### src/rtl/acc_arb_pkg.sv
// Shared types for the accelerator memory arbiter: FSM states, operation codes
// and a counter-sizing helper. Pure declarations, no logic.
// No ports. Imported by acc_mem_arbiter and rr_picker.
package acc_arb_pkg;

  // Arbiter FSM states. IDLE is the only non-busy state.
  typedef enum logic [1:0] {
    IDLE    = 2'd0,
    ISSUE   = 2'd1,
    WAIT_RD = 2'd2,
    RESP    = 2'd3
  } arb_state_t;

  // Operation latched at grant time.
  typedef enum logic {
    OP_READ  = 1'b0,
    OP_WRITE = 1'b1
  } arb_op_t;

  // Width of a down-counter that must hold values 0..lat-1 (at least 1 bit).
  function automatic int unsigned cnt_width(input int unsigned lat);
    return (lat > 1) ? $clog2(lat) : 1;
  endfunction

endpackage

### src/rtl/acc_mem_arbiter_rr_picker.sv
// Purpose: round-robin picker; first requester at or after ptr, wrapping N-1 -> 0.
// Latency: purely combinational, 0 cycles.
// Backpressure: none; the caller decides when the pick is consumed.
// Ports:
//   req      in  [N-1:0]    request vector
//   ptr      in  [IDW-1:0]  highest-priority index
//   grant    out [N-1:0]    one-hot grant (all zero when no request)
//   grant_id out [IDW-1:0]  index of the granted requester
//   any_req  out            at least one request present
module rr_picker
  import acc_arb_pkg::*;
#(
  parameter int N   = 4,
  parameter int IDW = $clog2(N)
) (
  input  logic [N-1:0]   req,
  input  logic [IDW-1:0] ptr,
  output logic [N-1:0]   grant,
  output logic [IDW-1:0] grant_id,
  output logic           any_req
);

  // One extra bit so ptr + k never overflows before the wrap subtraction.
  logic [IDW:0]   sum;
  logic [IDW-1:0] idx;
  logic           found;

  assign any_req = |req;

  always_comb begin
    grant    = '0;
    grant_id = '0;
    found    = 1'b0;
    sum      = '0;
    idx      = '0;
    for (int k = 0; k < N; k++) begin
      sum = {1'b0, ptr} + (IDW + 1)'(k);
      if (sum >= (IDW + 1)'(N)) begin
        sum = sum - (IDW + 1)'(N);
      end
      idx = sum[IDW-1:0];
      if (!found && req[idx]) begin
        found      = 1'b1;
        grant[idx] = 1'b1;
        grant_id   = idx;
      end
    end
  end

endmodule

### src/rtl/acc_mem_arbiter.sv
// Purpose: share one data-memory port among NUM_ACC accelerators, round-robin, one transaction at a time.
// Latency: request seen in IDLE at T -> strobe at T+1; write done at T+2; read valid at T+2+MEM_READ_LATENCY.
// Backpressure: requests are level signals held until their done/valid pulse; unserved requesters simply wait.
// Ports:
//   clk, rst                    clock, synchronous active-high reset
//   acc_read_en/addr            per-accelerator read request and packed addresses
//   acc_write_en/addr/data      per-accelerator write request, packed addresses and words
//   acc_read_data               last captured read line, broadcast to all accelerators
//   acc_read_data_valid         one-hot 1-cycle pulse to the served reader
//   acc_write_done              one-hot 1-cycle pulse to the served writer
//   mem_addr/mem_read_en/mem_write_en/mem_write_data   registered memory command
//   mem_read_data               memory return, valid MEM_READ_LATENCY cycles after mem_read_en
//   arb_busy                    high whenever the FSM is not in IDLE
module acc_mem_arbiter
  import acc_arb_pkg::*;
#(
  parameter int NUM_ACC          = 4,
  parameter int ADDR_SIZE        = 16,
  parameter int READ_DATA_SIZE   = 512,
  parameter int WRITE_DATA_SIZE  = 32,
  parameter int MEM_READ_LATENCY = 1
) (
  input  logic                                 clk,
  input  logic                                 rst,
  input  logic [NUM_ACC-1:0]                   acc_read_en,
  input  logic [NUM_ACC*ADDR_SIZE-1:0]         acc_read_addr,
  input  logic [NUM_ACC-1:0]                   acc_write_en,
  input  logic [NUM_ACC*ADDR_SIZE-1:0]         acc_write_addr,
  input  logic [NUM_ACC*WRITE_DATA_SIZE-1:0]   acc_write_data,
  output logic [READ_DATA_SIZE-1:0]            acc_read_data,
  output logic [NUM_ACC-1:0]                   acc_read_data_valid,
  output logic [NUM_ACC-1:0]                   acc_write_done,
  output logic [ADDR_SIZE-1:0]                 mem_addr,
  output logic                                 mem_read_en,
  output logic                                 mem_write_en,
  output logic [WRITE_DATA_SIZE-1:0]           mem_write_data,
  input  logic [READ_DATA_SIZE-1:0]            mem_read_data,
  output logic                                 arb_busy
);

  localparam int IDW   = $clog2(NUM_ACC);
  localparam int CNT_W = cnt_width(MEM_READ_LATENCY);
  localparam logic [CNT_W-1:0] LAT_LOAD = CNT_W'(MEM_READ_LATENCY - 1);
  localparam logic [IDW-1:0]   LAST_ID  = IDW'(NUM_ACC - 1);

  arb_state_t           state;
  arb_op_t              op;
  logic [IDW-1:0]       id;
  logic [NUM_ACC-1:0]   gnt_oh;
  logic [IDW-1:0]       rr_ptr;
  logic [CNT_W-1:0]     lat_cnt;

  logic [NUM_ACC-1:0]   req;
  logic [NUM_ACC-1:0]   pick_grant;
  logic [IDW-1:0]       pick_id;
  logic                 pick_any;
  logic                 pick_is_rd;
  logic [ADDR_SIZE-1:0]       pick_rd_addr;
  logic [ADDR_SIZE-1:0]       pick_wr_addr;
  logic [WRITE_DATA_SIZE-1:0] pick_wr_data;

  // A read and a write on the same accelerator count as one request; the
  // read wins this grant and the write comes back on a later one.
  assign req = acc_read_en | acc_write_en;

  rr_picker #(
    .N   (NUM_ACC),
    .IDW (IDW)
  ) u_picker (
    .req      (req),
    .ptr      (rr_ptr),
    .grant    (pick_grant),
    .grant_id (pick_id),
    .any_req  (pick_any)
  );

  assign pick_is_rd   = acc_read_en[pick_id];
  assign pick_rd_addr = acc_read_addr[pick_id*ADDR_SIZE +: ADDR_SIZE];
  assign pick_wr_addr = acc_write_addr[pick_id*ADDR_SIZE +: ADDR_SIZE];
  assign pick_wr_data = acc_write_data[pick_id*WRITE_DATA_SIZE +: WRITE_DATA_SIZE];

  assign arb_busy = (state != IDLE);

  always_ff @(posedge clk) begin
    if (rst) begin
      state               <= IDLE;
      op                  <= OP_READ;
      id                  <= '0;
      gnt_oh              <= '0;
      rr_ptr              <= '0;
      lat_cnt             <= '0;
      mem_addr            <= '0;
      mem_write_data      <= '0;
      mem_read_en         <= 1'b0;
      mem_write_en        <= 1'b0;
      acc_read_data       <= '0;
      acc_read_data_valid <= '0;
      acc_write_done      <= '0;
    end else begin
      // Strobes and pulses are single-cycle; each state re-asserts as needed.
      mem_read_en         <= 1'b0;
      mem_write_en        <= 1'b0;
      acc_read_data_valid <= '0;
      acc_write_done      <= '0;

      unique case (state)
        IDLE: begin
          if (pick_any) begin
            // The memory command registers double as the address/data latch,
            // so later changes on the request lines are ignored.
            id     <= pick_id;
            gnt_oh <= pick_grant;
            if (pick_is_rd) begin
              op          <= OP_READ;
              mem_addr    <= pick_rd_addr;
              mem_read_en <= 1'b1;
            end else begin
              op             <= OP_WRITE;
              mem_addr       <= pick_wr_addr;
              mem_write_data <= pick_wr_data;
              mem_write_en   <= 1'b1;
            end
            state <= ISSUE;
          end
        end

        ISSUE: begin
          if (op == OP_READ) begin
            lat_cnt <= LAT_LOAD;
            state   <= WAIT_RD;
          end else begin
            acc_write_done <= gnt_oh;
            state          <= RESP;
          end
        end

        WAIT_RD: begin
          if (lat_cnt == '0) begin
            acc_read_data       <= mem_read_data;
            acc_read_data_valid <= gnt_oh;
            state               <= RESP;
          end else begin
            lat_cnt <= lat_cnt - CNT_W'(1);
          end
        end

        RESP: begin
          // The pulse is visible this cycle; the following IDLE cycle lets the
          // served requester drop its line before anything is re-granted.
          rr_ptr <= (id == LAST_ID) ? '0 : id + IDW'(1);
          state  <= IDLE;
        end

        default: state <= IDLE;
      endcase
    end
  end

endmodule

### config.mk
export PLATFORM = sky130hd
export DESIGN_NAME = acc_mem_arbiter
export DESIGN_NICKNAME = d
export VERILOG_FILES = /design/src/rtl/acc_arb_pkg.sv /design/src/rtl/acc_mem_arbiter_rr_picker.sv /design/src/rtl/acc_mem_arbiter.sv
export SDC_FILE = /design/constraint.sdc
export NUM_CORES = 1
export LEC_CHECK = 0
export ABC_AREA = 1
export ABC_CLOCK_PERIOD_IN_PS = 3240
export CAP_MARGIN = 5
export CORE_AREA = 2 2 523 525
export CTS_BUF_LIST = sky130_fd_sc_hd__clkbuf_8
export CTS_CLUSTER_DIAMETER = 120
export CTS_CLUSTER_SIZE = 25
export DETAILED_ROUTE_END_ITERATION = 8
export DIE_AREA = 0 0 525 527
export PLACE_DENSITY_LB_ADDON = 0.3
export SYNTH_ARGS = -nofsm -noshare
export SYNTH_HDL_FRONTEND = slang
export SYNTH_HIERARCHICAL = 1
export SYNTH_SLANG_ARGS = --single-unit
### constraint.sdc
create_clock -name clk -period 3.24 [get_ports clk]
set_input_delay 0.486 -clock clk [delete_from_list [all_inputs] [get_ports clk]]
set_output_delay 0.486 -clock clk [all_outputs]
set_load 0.1 [all_outputs]
Yosys cells after proc, flatten, opt, wreduce, memory -nomap -nowiden
Cells that the tools add are included.

word-level totals
  register bits after elaboration = 582
  bits of input ports = 778
  output and inout port bits = 571
  word-level logic and storage cells = 122

cells by class
  add/subtract/negate cells = 9
  magnitude comparators = 13
  equal/unequal tests = 7
  shift-type cells = 3
  muxes and demuxes = 44
  bitwise gates (word level) = 11
  reduce and logical (&&, ||, !) cells = 22

operator list
  operator               count
  $shiftx A128 B8 Y32    1
  $shiftx A64 B7 Y16     2
  $mux W2                11
  $mux W1                17
  $mux W16               1
  $mux W4                4
  $or A4 B4 Y4           4
  $lt A2 B3 Y1 const B   5
  $bmux W1 S2            5
  $ge A3 B3 Y1 const B   3
  $reduce_or A3 Y1       3
  $demux W1 S2           4
  $ge A2 B1 Y1 const B   4
  $pmux W2 S4            1
  $reduce_and A2 Y1      4
  $sub A2 B1 Y2 const B  4
  $logic_and A1 B1 Y1    7
  $not A1 Y1             7
  $add A2 B2 Y3 const B  2
  $eq A2 B2 Y1 const B   3
  $ne A2 B2 Y1 const B   3
  $reduce_bool A2 Y1     2
  $reduce_or A4 Y1       1
  $add A2 B1 Y3 const B  1
  8 further kinds        10

Longest topological paths before layout
  word-level depth = 18
  depth in mapped cells = 23
  depth with buffers taken out = 20

By module
The synthesis kept the hierarchy.

modules (own cells, without submodules)
  module           times used  cells each  area an instance (um^2)  sequential area each (um^2)
  acc_mem_arbiter  1           3036        22158.8                  11631.2
  rr_picker        1           74          445.4                    0.0

Least setup slack after synthesis
OpenSTA, ideal clock, no wires.

  kind = reg-to-reg
  start point = register rr_ptr[0]
  end point = register mem_addr[14]
  library setup time = 109 ps
  arrival = 2569 ps
  data required time = 3131 ps
  setup slack = 562 ps
  stages on the path, launching flop included = 24
  path buffers = 4
  period minus slack after synthesis = 2678 ps
  cells stage by stage = dfxtp_1 > inv_2 > ha_1 > inv_1 > nand2_1 > nand2_2 > nor2_4 > buf_6 > nand3_1 > nand3_1 > buf_6 > inv_4 > nand2_1 > nand3_2 > nand2_2 > buf_6 > buf_6 > nand2_1 > nand3_1 > nand2_1 > nand2_1 > nand3_1 > nand2_1 > inv_1

on the way
  longest elaborated chain between the ends = 17
  elaborated cells on any way between the ends = 41
  classes of those cells = add/sub (7); order compare (4); shift (2); mux (22); reduce/logical (6)

ends and longest elaborated chain
  what                                                                        line                             RTL
  start, declared                                                             acc_mem_arbiter.sv:50            logic [IDW-1:0] rr_ptr;
  start signal, assigned                                                      acc_mem_arbiter.sv:150           rr_ptr <= (id == LAST_ID) ? '0 : id + IDW'(1);
  parallel branches: the longest is 13 deep, another holds $add A2 B1 Y3      --
  $mux W2 (*)                                                                 acc_mem_arbiter_rr_picker.sv:42  if (!found && req[idx]) begin
  named net pick_id[0]                                                        acc_mem_arbiter.sv:55            logic [IDW-1:0] pick_id;
  parallel branches: the longest is 2 deep, another holds $shiftx A64 B7 Y16  --
  $mux W16 (*)                                                                acc_mem_arbiter.sv:113           if (pick_is_rd) begin
  end signal, assigned                                                        acc_mem_arbiter.sv:115           mem_addr <= pick_rd_addr;
  end signal, assigned                                                        acc_mem_arbiter.sv:119           mem_addr <= pick_wr_addr;
  end, declared                                                               acc_mem_arbiter.sv:33            output logic [ADDR_SIZE-1:0] mem_addr,

Mark *: on every way through the listed nets, which the timed path passes. The select of a mux whose other input is x is not followed.
A chain may end at the register's enable or synchronous reset.

Final worst setup path
  start point = register rr_ptr[0]
  end point = register mem_write_data[16]

on the way
  longest elaborated chain between the ends = 18
  elaborated cells on any way between the ends = 41
  classes of those cells = add/sub (7); order compare (4); shift (1); mux (21); bitwise (1); reduce/logical (7)

ends and longest elaborated chain
  what                                                                         line                             RTL
  parallel branches: the longest is 13 deep, another holds $add A2 B1 Y3       --
  $mux W2 (*)                                                                  acc_mem_arbiter_rr_picker.sv:42
  named net pick_id[0]                                                         acc_mem_arbiter.sv:55
  parallel branches: the longest is 4 deep, another holds $shiftx A128 B8 Y32  --
  end signal, assigned                                                         acc_mem_arbiter.sv:120           mem_write_data <= pick_wr_data;
  end, declared                                                                acc_mem_arbiter.sv:36            output logic [WRITE_DATA_SIZE-1:0] mem_write_data,

Marked as above.

==> summary.md <==
| Metric | Value |
|---|---|
| R2r endpoint | `mem_write_data[16]$_SDFFE_PP0P_` |
| WS Path Type | `reg -> reg` |
| Via/cell ratio | `3.40` |
| Setup tns final | `0 ns` |
| CTS tree | `built` |
| Hold path depth | `3` |
| Nets | `5,135` |
| Synth unique cells | `28` |
| DRT Wirelength | `218 mm` |
| DR iter-0 viols | `1,674` |
| Post-Syn Area | `0.0226 sq mm` |
| CP startpoint kind | `flop` |
| # rows | `192` |
| Max incr delay on CP | `0.40 ns` |
| Max-Cap Viols | `0` |
| RSZ-0062 raised after global routing | `no` |
| DRT antenna net count | `0` |
| Num Clock Sinks | `581` |
| Area of the multi-input gates | `0.00967 sq mm` |
| DRT Pass-1 Iters | `7` |
| Total track usage | `0.152` |
| Die W | `525 um` |
| Pwr Density | `1210 mW/mm^2` |
| Worst r2r src | `rr_ptr[0]$_SDFFE_PP0N_` |
| Total design power | `49,200 uW` |
| Largest family of logic cells by synthesized area | `simple AND/OR/NAND/NOR gates` |
| R2R cell count | `17` |
| Worst VDD drop | `0.606 mV` |
| Worst path bufs/invs | `5` |
| Crit end category | `flop` |
| Die area | `0.277 sq mm` |
| Status | `finished, final reports clean` |
| Critical path's slowest cell | `ha_1` |
| Synth Area in Compound Gates | `0.150` |
| Synth Net Count | `3,899` |
| CP max FO | `36` |
| Antenna violations before repair | `248` |
| CTS Root Cell | `clkbuf_8` |
| Hold endpoint | `acc_read_data[301]$_SDFFE_PP0N_` |
| Final design utilization | `0.149` |
| Core Region | `0.272 sq mm` |
| Cts repair resizes | `0` |
| Worst Skew | `0.0472 ns` |
| Overall die height | `527 um` |
| DRC violations left | `0` |
| Final hold vios | `0` |
| CP Cell Sequence | `inv_2, ha_1, inv_1, nand3_1, nand2_1, nor2_2, a21oi_1, nand3_4, nand2_1, nand3_4, nand2_2, buf_4, nand2_2, inv_2, buf_12, o21ai_0, a31oi_1` |
| Max Fclk | `0.341 GHz` |
| Tcrit/Tclk final | `0.905` |
| GPL Wtd Cong | `0.902` |
| Max-slew headroom | `0.185` |
| Vias in the first global route | `27,068` |
| Worst slew pin tran | `1.22 ns` |
| Post-cts hold buffer count | `0` |
| XOR/XNOR Fraction of Synth Area | `0` |
| # fillers | `31,119` |
| Fin. max-slew vios | `0` |
| Place WS | `-0.121 ns` |
| Share of cells above drive strength 1 | `0.141` |
| Initial Util | `0.0832` |
| Register cell area after layout | `0.0116 sq mm` |
| I/O pin cnt | `1,349` |
| Worst EP required | `3.98 ns` |
| FF+latch count, synth | `581` |
| Critical path arrival | `3.67 ns` |
| Hold path start | `mem_read_data[301]` |
| Adder-cell share of the synthesized area | `0.00609` |
| Period minus WS final | `2.93 ns` |
| Area Growth Syn to Fin | `79.6%` |
| Count of final setup violators | `0` |
| Dpl cells | `7,893` |
| H-tree Lvls | `2` |
| Worst-Skew Late Latency | `0.89 ns` |
| Routed len/inst | `27.2 um` |
| Post-synthesis cell count | `3,110` |
| Synth Area per Inst | `7.27 sq um` |
| Clock Tree Buf Depth | `3` |
| Global-route wire length before repair | `279 mm` |
| Reg2reg setup slack | `0.31 ns` |
| I/O Buffers | `1,348` |
| Largest net degree at the start of global routing | `204` |
| Sequential share of the synthesized area | `0.515` |
| Mux contribution to synthesized area | `0` |
| Post-CTS Setup Bufs | `0` |
| Vias | `27,275` |
| Final WS setup | `0.309 ns` |
| Yosys warns | `6` |
| Simple-Gate Fraction of Synth Area | `0.269` |
| HP Class | `in -> reg` |
| CTS buffer count | `40` |
| Top cell family by delay on the critical path | `simple AND/OR/NAND/NOR gates` |
| Leak Pwr | `0.0167 uW` |
| Final cell count without fillers | `8,018` |
| Grt ovf | `0` |
| Post-DP HPWL | `186 mm` |
| Clock-pin slew on the worst setup and hold paths | `0.17 ns` |
worst min-delay path: cells and delay by family:
kind / cells / cell delay [ns]
buf+inv: 1 / 0.40
simple gates: 2 / 0.15
layer usage:
layer  global-route usage  share of wire
met1                0.161           0.37
met2                0.233           0.42
met3                0.122           0.18
met4               0.0328          0.024
met5                    0         0.0065
cell type report:
type | count | area share
Timing Repair Buffer | 1431 | 0.330
Sequential cell | 581 | 0.287
Multi-Input combinational cell | 2205 | 0.238
Tap cell | 3589 | 0.111
Clock buffer | 40 | 0.0136
Clock inverter | 29 | 0.00894
Inverter | 87 | 0.00848
Antenna cell | 56 | 0.00345
cells by family after synthesis:
kind of cell               Yosys count
DFF                                581
adders and majority gates           11
and+or+nand+nor                   1525
AOI/OAI and AO/OA                  669
buffers and inverters              324
how the worst max path moves through the flow:
stage / from / endpoint / cells past startpoint
after floorplan: rr_ptr[0]$_SDFFE_PP0N_ / mem_addr[14]$_SDFFE_PP0P_ / 23
after global placement: acc_read_en[3] / mem_addr[15]$_SDFFE_PP0P_ / 20
after detailed placement: acc_read_en[3] / mem_write_data[0]$_SDFFE_PP0P_ / 19
after CTS: acc_read_data[30]$_SDFFE_PP0N_ / acc_read_data[30] / 1
after global routing: rr_ptr[0]$_SDFFE_PP0N_ / mem_write_data[1]$_SDFFE_PP0P_ / 18
final: rr_ptr[0]$_SDFFE_PP0N_ / mem_write_data[16]$_SDFFE_PP0P_ / 17
synth_stat cells:
master       n  share of area
nor2_1    1170           0.19
o21ai_0    610           0.14
dfxtp_1    581           0.51
clkbuf_1   173          0.029
nand3_1    159          0.035
nand2_1    150          0.025
inv_1       80          0.013
buf_2       44         0.0097
a31oi_1     32         0.0089
a21oi_1     17         0.0038
nand3b_1    16         0.0053
ha_1        11         0.0061
nand2_2     10         0.0028
buf_1        9         0.0015
buf_6        9         0.0045
nand4_1      7         0.0019
inv_2        6         0.0010
o21ai_1      6         0.0013
a21boi_0     4         0.0013
or2_2        4         0.0011
nand3_2      3         0.0013
buf_4        2        0.00066
nor3_1       2        0.00044
inv_4        1        0.00028
nand2_4      1        0.00050
nand3_4      1        0.00078
nor2_2       1        0.00028
nor2_4       1        0.00050
through the flow:
step | instance area [sq um] | hold slack [ns]
after floorplan | 22600 | 0.437
after global placement | 39500 | 0.475
after detailed placement | 39500 | 0.481
after CTS | 40500 | 0.0109
after global routing | 40500 | 0.0780
final | 40600 | 0.164
sequential cells by signal, indices dropped and copies added (netlist names):
name,count
acc_write_done,4
op,1
acc_read_data_valid,4
acc_read_data,512
id,2
gnt_oh,4
rr_ptr,2
mem_write_en,1
mem_read_en,1
state,2
mem_write_data,32
mem_addr,16
cells in the final DEF, fill, tap and decap left out, drive strengths merged:
cell / n
nor2: 1172
buf: 514
a21boi: 4
nand3b: 16
nor3: 2
a21oi: 17
a31oi: 32
diode: 56
nand3: 163
clkbuf: 40
nand4: 7
nand2: 161
dfxtp: 581
or2: 4
clkinvlp: 2
clkdlybuf4s50: 917
clkinv: 10
inv: 104
ha: 11
o21ai: 616
where the power goes:
group	internal [uW]	switching [uW]	leakage [uW]
sequential	9610	1380	0.00476
combinational	6900	26500	0.0115
clock	1380	3410	0.000458
total	17900	31300	0.0167
Note: power is estimated with default switching activity, not from simulation.
